`config.mk`:
```
export PLATFORM = sky130hd
export DESIGN_NAME = au_add_serial_flat
export DESIGN_NICKNAME = d
export VERILOG_FILES = /design/src/rtl/au_add_serial_if.sv /design/src/rtl/au_add_serial.sv /design/src/flat_wrapper.sv
export SDC_FILE = /design/constraint.sdc
export NUM_CORES = 1
export LEC_CHECK = 0
export CAP_MARGIN = 0
export CORE_UTILIZATION = 52
export CTS_CLUSTER_SIZE = 12
export DETAILED_ROUTE_END_ITERATION = 16
export PLACE_DENSITY = 0.79
export SYNTH_ARGS = -nofsm -noshare
export SYNTH_HDL_FRONTEND = slang
export SYNTH_SLANG_ARGS = --single-unit
```
`constraint.sdc`:
```
create_clock -name clk -period 2.1 [get_ports clk]
set_input_delay 0.42 -clock clk [delete_from_list [all_inputs] [get_ports clk]]
set_output_delay 0.42 -clock clk [all_outputs]
set_load 0.02 [all_outputs]
```
`src/rtl/au_add_serial_if.sv`:
```
// Operand/result handshake bundle for the digit-serial adder.
// The master side supplies operands and consumes results; the slave side is the adder.
interface au_add_serial_if #(
    parameter int unsigned WIDTH = 8
);
    logic             in_valid;
    logic             in_ready;
    logic [WIDTH-1:0] a;
    logic [WIDTH-1:0] b;
    logic             ci;
    logic             out_valid;
    logic             out_ready;
    logic [WIDTH-1:0] s;
    logic             co;

    modport master (
        output in_valid, a, b, ci, out_ready,
        input  in_ready, out_valid, s, co
    );

    modport slave (
        input  in_valid, a, b, ci, out_ready,
        output in_ready, out_valid, s, co
    );
endinterface

```
`src/rtl/au_add_serial.sv`:
```
// Digit-serial unsigned adder: {co, s} = a + b + ci, DIGIT bits per clock, LSB digit first.
// The DIGIT-bit stage uses a selectable parallel-prefix carry network (0 ripple, 1 Kogge-Stone, 2 Sklansky).
module au_add_serial #(
    parameter int unsigned WIDTH = 8,
    parameter int unsigned DIGIT = 1,
    parameter int unsigned ARCH  = 0
) (
    input logic             clk,
    input logic             rst,
    au_add_serial_if.slave  bus
);
    localparam int unsigned N  = (WIDTH + DIGIT - 1) / DIGIT;
    localparam int unsigned PW = N * DIGIT;
    localparam int unsigned CW = (N > 1) ? $clog2(N) : 1;
    localparam int unsigned M  = DIGIT + 1;

    typedef enum logic [1:0] {IDLE, BUSY, DONE} state_t;

    state_t            state_q, state_d;
    logic [CW-1:0]     cnt_q, cnt_d;
    logic              carry_q, carry_d;
    logic [PW-1:0]     opa_q, opa_d;
    logic [PW-1:0]     opb_q, opb_d;
    logic [PW-1:0]     acc_q, acc_d;
    logic [WIDTH-1:0]  s_q, s_d;
    logic              co_q, co_d;
    logic              out_valid_q, out_valid_d;

    logic              in_ready;
    logic              accept;
    logic [M-1:0]      g, p, gg, pp, ng, np;
    logic [DIGIT-1:0]  dsum;
    logic              dcout;
    logic [PW-1:0]     acc_step;
    logic [PW:0]       full;

    // Element 0 of the prefix vector carries the registered inter-digit carry.
    always_comb begin
        g  = {opa_q[DIGIT-1:0] & opb_q[DIGIT-1:0], carry_q};
        p  = {opa_q[DIGIT-1:0] ^ opb_q[DIGIT-1:0], 1'b0};
        gg = g;
        pp = p;
        ng = g;
        np = p;
        if (ARCH == 0) begin
            for (int i = 1; i < int'(M); i++) begin
                gg[i] = gg[i] | (pp[i] & gg[i-1]);
            end
        end else if (ARCH == 1) begin
            for (int d = 1; d < int'(M); d = d * 2) begin
                ng = gg;
                np = pp;
                for (int i = d; i < int'(M); i++) begin
                    ng[i] = gg[i] | (pp[i] & gg[i-d]);
                    np[i] = pp[i] & pp[i-d];
                end
                gg = ng;
                pp = np;
            end
        end else begin
            for (int d = 1; d < int'(M); d = d * 2) begin
                ng = gg;
                np = pp;
                for (int i = 0; i < int'(M); i++) begin
                    if ((i & d) != 0) begin
                        ng[i] = gg[i] | (pp[i] & gg[(i & ~(d - 1)) - 1]);
                        np[i] = pp[i] & pp[(i & ~(d - 1)) - 1];
                    end
                end
                gg = ng;
                pp = np;
            end
        end
        dsum  = p[M-1:1] ^ gg[M-2:0];
        dcout = gg[M-1];
    end

    // Padded bits have p=0, so bit WIDTH of the padded sum is the carry out of bit WIDTH-1.
    assign acc_step = PW'({dsum, acc_q} >> DIGIT);
    assign full     = {dcout, acc_step};

    assign in_ready = !rst && ((state_q == IDLE) || ((state_q == DONE) && bus.out_ready));
    assign accept   = bus.in_valid && in_ready;

    always_comb begin
        state_d     = state_q;
        cnt_d       = cnt_q;
        carry_d     = carry_q;
        opa_d       = opa_q;
        opb_d       = opb_q;
        acc_d       = acc_q;
        s_d         = s_q;
        co_d        = co_q;
        out_valid_d = out_valid_q;
        case (state_q)
            BUSY: begin
                acc_d   = acc_step;
                opa_d   = opa_q >> DIGIT;
                opb_d   = opb_q >> DIGIT;
                carry_d = dcout;
                cnt_d   = cnt_q + CW'(1);
                if (cnt_q == CW'(N - 1)) begin
                    state_d     = DONE;
                    out_valid_d = 1'b1;
                    s_d         = full[WIDTH-1:0];
                    co_d        = full[WIDTH];
                end
            end
            DONE: begin
                if (bus.out_ready) begin
                    state_d     = IDLE;
                    out_valid_d = 1'b0;
                end
            end
            default: ;
        endcase
        // Acceptance overrides the DONE->IDLE exit for back-to-back operation.
        if (accept) begin
            state_d = BUSY;
            cnt_d   = '0;
            carry_d = bus.ci;
            opa_d   = PW'(bus.a);
            opb_d   = PW'(bus.b);
        end
    end

    always_ff @(posedge clk or posedge rst) begin
        if (rst) begin
            state_q     <= IDLE;
            cnt_q       <= '0;
            carry_q     <= 1'b0;
            opa_q       <= '0;
            opb_q       <= '0;
            acc_q       <= '0;
            s_q         <= '0;
            co_q        <= 1'b0;
            out_valid_q <= 1'b0;
        end else begin
            state_q     <= state_d;
            cnt_q       <= cnt_d;
            carry_q     <= carry_d;
            opa_q       <= opa_d;
            opb_q       <= opb_d;
            acc_q       <= acc_d;
            s_q         <= s_d;
            co_q        <= co_d;
            out_valid_q <= out_valid_d;
        end
    end

    assign bus.in_ready  = in_ready;
    assign bus.out_valid = out_valid_q;
    assign bus.s         = s_q;
    assign bus.co        = co_q;
endmodule

```
`src/flat_wrapper.sv`:
```
// flat-port wrapper written by rule: the top's interface ports become plain ports
module au_add_serial_flat 
#(
    parameter int unsigned WIDTH = 8,
    parameter int unsigned DIGIT = 1,
    parameter int unsigned ARCH  = 0
)
  (clk, rst, bus_in_valid, bus_a, bus_b, bus_ci, bus_out_ready, bus_in_ready, bus_out_valid, bus_s, bus_co);
  au_add_serial_if #(.WIDTH(WIDTH)) bus_i ();
  input logic clk;
  input logic rst;
  input wire logic [$bits(bus_i.in_valid)-1:0] bus_in_valid;
  input wire logic [$bits(bus_i.a)-1:0] bus_a;
  input wire logic [$bits(bus_i.b)-1:0] bus_b;
  input wire logic [$bits(bus_i.ci)-1:0] bus_ci;
  input wire logic [$bits(bus_i.out_ready)-1:0] bus_out_ready;
  output wire logic [$bits(bus_i.in_ready)-1:0] bus_in_ready;
  output wire logic [$bits(bus_i.out_valid)-1:0] bus_out_valid;
  output wire logic [$bits(bus_i.s)-1:0] bus_s;
  output wire logic [$bits(bus_i.co)-1:0] bus_co;
  assign bus_i.in_valid = bus_in_valid;
  assign bus_i.a = bus_a;
  assign bus_i.b = bus_b;
  assign bus_i.ci = bus_ci;
  assign bus_i.out_ready = bus_out_ready;
  assign bus_in_ready = bus_i.in_ready;
  assign bus_out_valid = bus_i.out_valid;
  assign bus_s = bus_i.s;
  assign bus_co = bus_i.co;
  au_add_serial #(.WIDTH(WIDTH), .DIGIT(DIGIT), .ARCH(ARCH)) u_core (.clk(clk), .rst(rst), .bus(bus_i));
endmodule
```
==> results.md <==
| Result | Reported | Unit |
|---|---|---|
| Destination of the critical timing path | bus_in_ready | - |
| Post-route fraction of the period consumed by the critical path | 94.0 | % |
| Number of H-tree branching levels | 2 | - |
| Capture point of the worst reg-to-reg path | u_core.carry_q | - |
| Maximum clock frequency | 0.507 | GHz |
| Number of cells traversed by the worst register-to-register path | 7 | - |
| Vias after detailed routing | 1071 | - |
| Syn Nets | 151 | - |
| Share of the yosys chip area belonging to registers | 54.1 | % |
| Biggest fanout along the worst timing path | 5 | - |
| Total setup violations reported at the end of the flow | 0 | - |
| Count of filler cells inserted in the layout | 272 | - |
| Switch share | 30.9 | % |
| Most common library cell in the layout ignoring fill and taps | sky130_fd_sc_hd__mux2_2 | - |
| Number of buffers created by CTS | 5 | - |
| Starting Density | 54.1 | % |
| Final WL | 2.63 | mm |
| Gate count after technology mapping | 124 | - |
| Number of placement rows | 21 | - |
| Count of final hold-check violations | 0 | - |
| Ordered cell list for the critical path | inv_1, ha_1, a21oi_2, nor2_1, clkdlybuf4s15_1 | - |
| Hold crit path type | flop to flop | - |
| Worst slew slack as a fraction of its limit | 68.1 | % |
| Result of the run | completed | - |
| CP startpoint kind | flop | - |
| Unrepaired setup endpoints after global routing | no | - |
| Number of warning messages in the yosys log | 0 | - |
| Clock-pin slew of the registers on the worst-case setup and hold paths | 110 | ps |
| TritonCTS clock tree | done | - |
| Required time reported for the critical path endpoint | 1680 | ps |
| Initial DRC count | 33 | - |
| Number of synthesized register bits | 39 | - |
| Layout cell share with drive strength beyond 1 | 38.4 | % |
| Share of power burned in combinational logic | 43.1 | % |
| Combined area of all synthesized cells | 1800 | um^2 |
| Static Leak | 1.01 | nW |
| Total placed instance area | 2190 | um^2 |
| Seq. cell area | 976 | um^2 |
| 1st-pass router iterations | 3 | - |
| Clock sink total | 39 | - |
| Slack of the worst reg-to-reg path | 270 | ps |
| Max IR drop VDD | 0.583 | mV |
| Total overflow reported by the global router | 0 | - |
| Delay of the slowest critical-path stage | 410 | ps |
| Number of unique standard cell types used by synthesis | 23 | - |
| Overall die width | 60.9 | um |
| IO Pins | 32 | - |
| Clock group share of total power | 12.7 | % |
| Post-CTS Setup Repair Bufs | 0 | - |
| Master of the slowest instance on the critical path | sky130_fd_sc_hd__dfrtp_1 | - |
| MaxCap Viol Count | 0 | - |
| Worst-case setup slack after placement | -45.1 | ps |
| Transition time at the pin with the least slew margin | 478 | ps |
| Skew final | 4.06 | ps |
| CP arrival | 1550 | ps |
| Number of I/O port buffers | 31 | - |
| Most frequent cells in the layout | sky130_fd_sc_hd__mux2_2, sky130_fd_sc_hd__dfrtp_1, sky130_fd_sc_hd__clkdlybuf4s50_1 | - |
| Worst R2R Start | u_core.state_q[0] | - |
| Critical path origin | u_core.state_q[0] | - |
| Average instance area after synthesis | 14.6 | um^2 |
| First-pass GRT wire length | 4.39 | mm |
| Final period demand of the worst path | 1970 | ps |
| Die Outline Area | 3710 | um^2 |
| Net switching power of the design | 0.863 | mW |
| Count of unresolved DRC violations after routing | 0 | - |
| Count of pins over their slew limit | 0 | - |
| Ant diodes | 0 | - |
| Number of global-route vias before repair | 1044 | - |
| WL per Instance | 12.5 | um |
| Post-DR vias/cell | 5.10 | - |
| Multi-input gate area | 779 | um^2 |
| Number of buffers on the longest clock path | 2 | - |
| Cell at the root of the clock tree | sky130_fd_sc_hd__clkbuf_4 | - |
| Source-to-sink clock delay at the later pin of the worst-skew pair | 340 | ps |
| GR Util All Layers | 17.0 | % |
| HPWL after detailed placement | 1.93 | mm |
| Nets | 190 | - |
| Least setup slack across all paths after layout | 126 | ps |
| Critical Path End Type | output pin | - |
| Antenna violations before repair | 0 | - |
| Synthesis-to-layout area growth | 24.4 | % |
| Number of routed nets with antenna violations | 0 | - |
| Fraction of power consumed by sequential logic | 44.2 | % |
| Power per cell area | 1240 | nW/um^2 |
| Cell Int Power | 1.93 | mW |
| Type of the worst setup path | flop to output pin | - |
| Finished layout cell area | 2240 | um^2 |
| Core Region | 3340 | um^2 |
| Gp weighted congestion | 0.729 | - |
| Die boundary height | 60.9 | um |
| Largest net degree at the start of global routing | 40 | - |
[layout make-up]
type                    instances  share of cell area (%)
repair buffers                 37                    16.4
clock buffers                   5                    1.67
well taps                      46                    2.56
multi-input cells              77                    34.7
flip-flops and latches         39                    43.5
clock inverters                 3                   0.669
inverters                       3                   0.502
[routing by layer]
metal | wire, um | up-vias | global-route usage [%]
li1 | - | 516 | -
met1 | 1040 | 524 | 18.6
met2 | 1410 | 26 | 29.2
met3 | 144 | 5 | 6.40
met4 | 42 | 0 | 7.79
met5 | 0 | - | 0
[synth_stat cells]
cell | n | area [um^2]
sky130_fd_sc_hd__a21o_1 | 1 | 7.51
sky130_fd_sc_hd__a21oi_1 | 2 | 10.0
sky130_fd_sc_hd__a21oi_2 | 1 | 8.76
sky130_fd_sc_hd__a22o_1 | 1 | 8.76
sky130_fd_sc_hd__a31o_2 | 1 | 8.76
sky130_fd_sc_hd__buf_2 | 3 | 15.0
sky130_fd_sc_hd__buf_6 | 2 | 22.5
sky130_fd_sc_hd__dfrtp_1 | 39 | 976
sky130_fd_sc_hd__fa_1 | 1 | 20.0
sky130_fd_sc_hd__ha_1 | 5 | 62.6
sky130_fd_sc_hd__inv_1 | 3 | 11.3
sky130_fd_sc_hd__mux2_1 | 2 | 22.5
sky130_fd_sc_hd__mux2_2 | 46 | 518
sky130_fd_sc_hd__mux2i_1 | 2 | 20.0
sky130_fd_sc_hd__nand2_1 | 2 | 7.51
sky130_fd_sc_hd__nand2b_1 | 1 | 6.26
sky130_fd_sc_hd__nand3_1 | 1 | 5.00
sky130_fd_sc_hd__nand3b_1 | 1 | 7.51
sky130_fd_sc_hd__nor2_1 | 5 | 18.8
sky130_fd_sc_hd__nor2b_1 | 2 | 12.5
sky130_fd_sc_hd__nor3b_4 | 1 | 18.8
sky130_fd_sc_hd__or2b_1 | 1 | 7.51
sky130_fd_sc_hd__xnor2_1 | 1 | 8.76
[critical path: cells and delay by family, from the launching register on]
family | cells | cell delay [ps]
compound gates | 1 | 90
fa+ha+maj | 1 | 250
buf+inv | 2 | 380
flops | 1 | 410
simple gates | 1 | 80
[worst min path at each step]
stage,startpoint,to,cells after the start
after global routing,u_core.bus.s[0],u_core.bus.s[0],1
after global placement,u_core.bus.s[3],u_core.bus.s[3],1
after detailed placement,u_core.bus.s[7],u_core.bus.s[7],1
after floorplan,u_core.acc_q[1],u_core.acc_q[1],1
final,u_core.bus.s[2],u_core.bus.s[2],1
after CTS,u_core.bus.s[7],u_core.bus.s[7],1
[through the flow]
| stage | utilization (%) | instances | total power, mW | TNS (ps) | hold WS [ps] |
|---|---|---|---|---|---|
| 2_1_floorplan | - | 124 | 2.15 | 0 | 477 |
| 3_3_place_gp | 65.7 | 202 | 2.40 | -16.1 | 486 |
| 3_5_place_dp | 65.7 | 202 | 2.49 | -45.1 | 493 |
| 4_1_cts | 67.2 | 210 | 2.84 | 0 | 519 |
| 5_1_grt | 67.3 | 210 | 3.03 | 0 | 533 |
| 6_report | 67.3 | 210 | 2.79 | 0 | 513 |
[state kept, by name, indices dropped and copies added, names as in the netlist]
signal                cells
u_core.opa_q              8
u_core.bus.co             1
u_core.carry_q            1
u_core.opb_q              8
u_core.acc_q              7
u_core.state_q            2
u_core.cnt_q              3
u_core.bus.out_valid      1
u_core.bus.s              8
[logic make-up (layout without fill, tap and decap cells)]
group / after synthesis / after routing / share of synthesized area, %
xor+xnor: 1 / 1 / 0.486
compound gates: 6 / 6 / 2.43
simple gates: 14 / 14 / 4.65
mux: 50 / 50 / 31.1
fa+ha+maj: 6 / 6 / 4.58
flops: 39 / 39 / 54.1
buf+inv: 8 / 48 / 2.70
[power by group through the flow]
stage	logic (mW)	clock network (mW)	registers, mW
after detailed placement	1.23	0	1.26
after floorplan	0.901	0	1.25
after global placement	1.16	0	1.24
after CTS	1.22	0.375	1.24
after global routing	1.34	0.412	1.28
final	1.20	0.355	1.23
[what timing repair did]
item                       4_1_cts  5_1_grt
hold buffers                     0        0
setup endpoints to repair        1        1
pin swaps                        0        0
resized for setup                1        1
No activity file was read; power rests on OpenSTA's default activity.
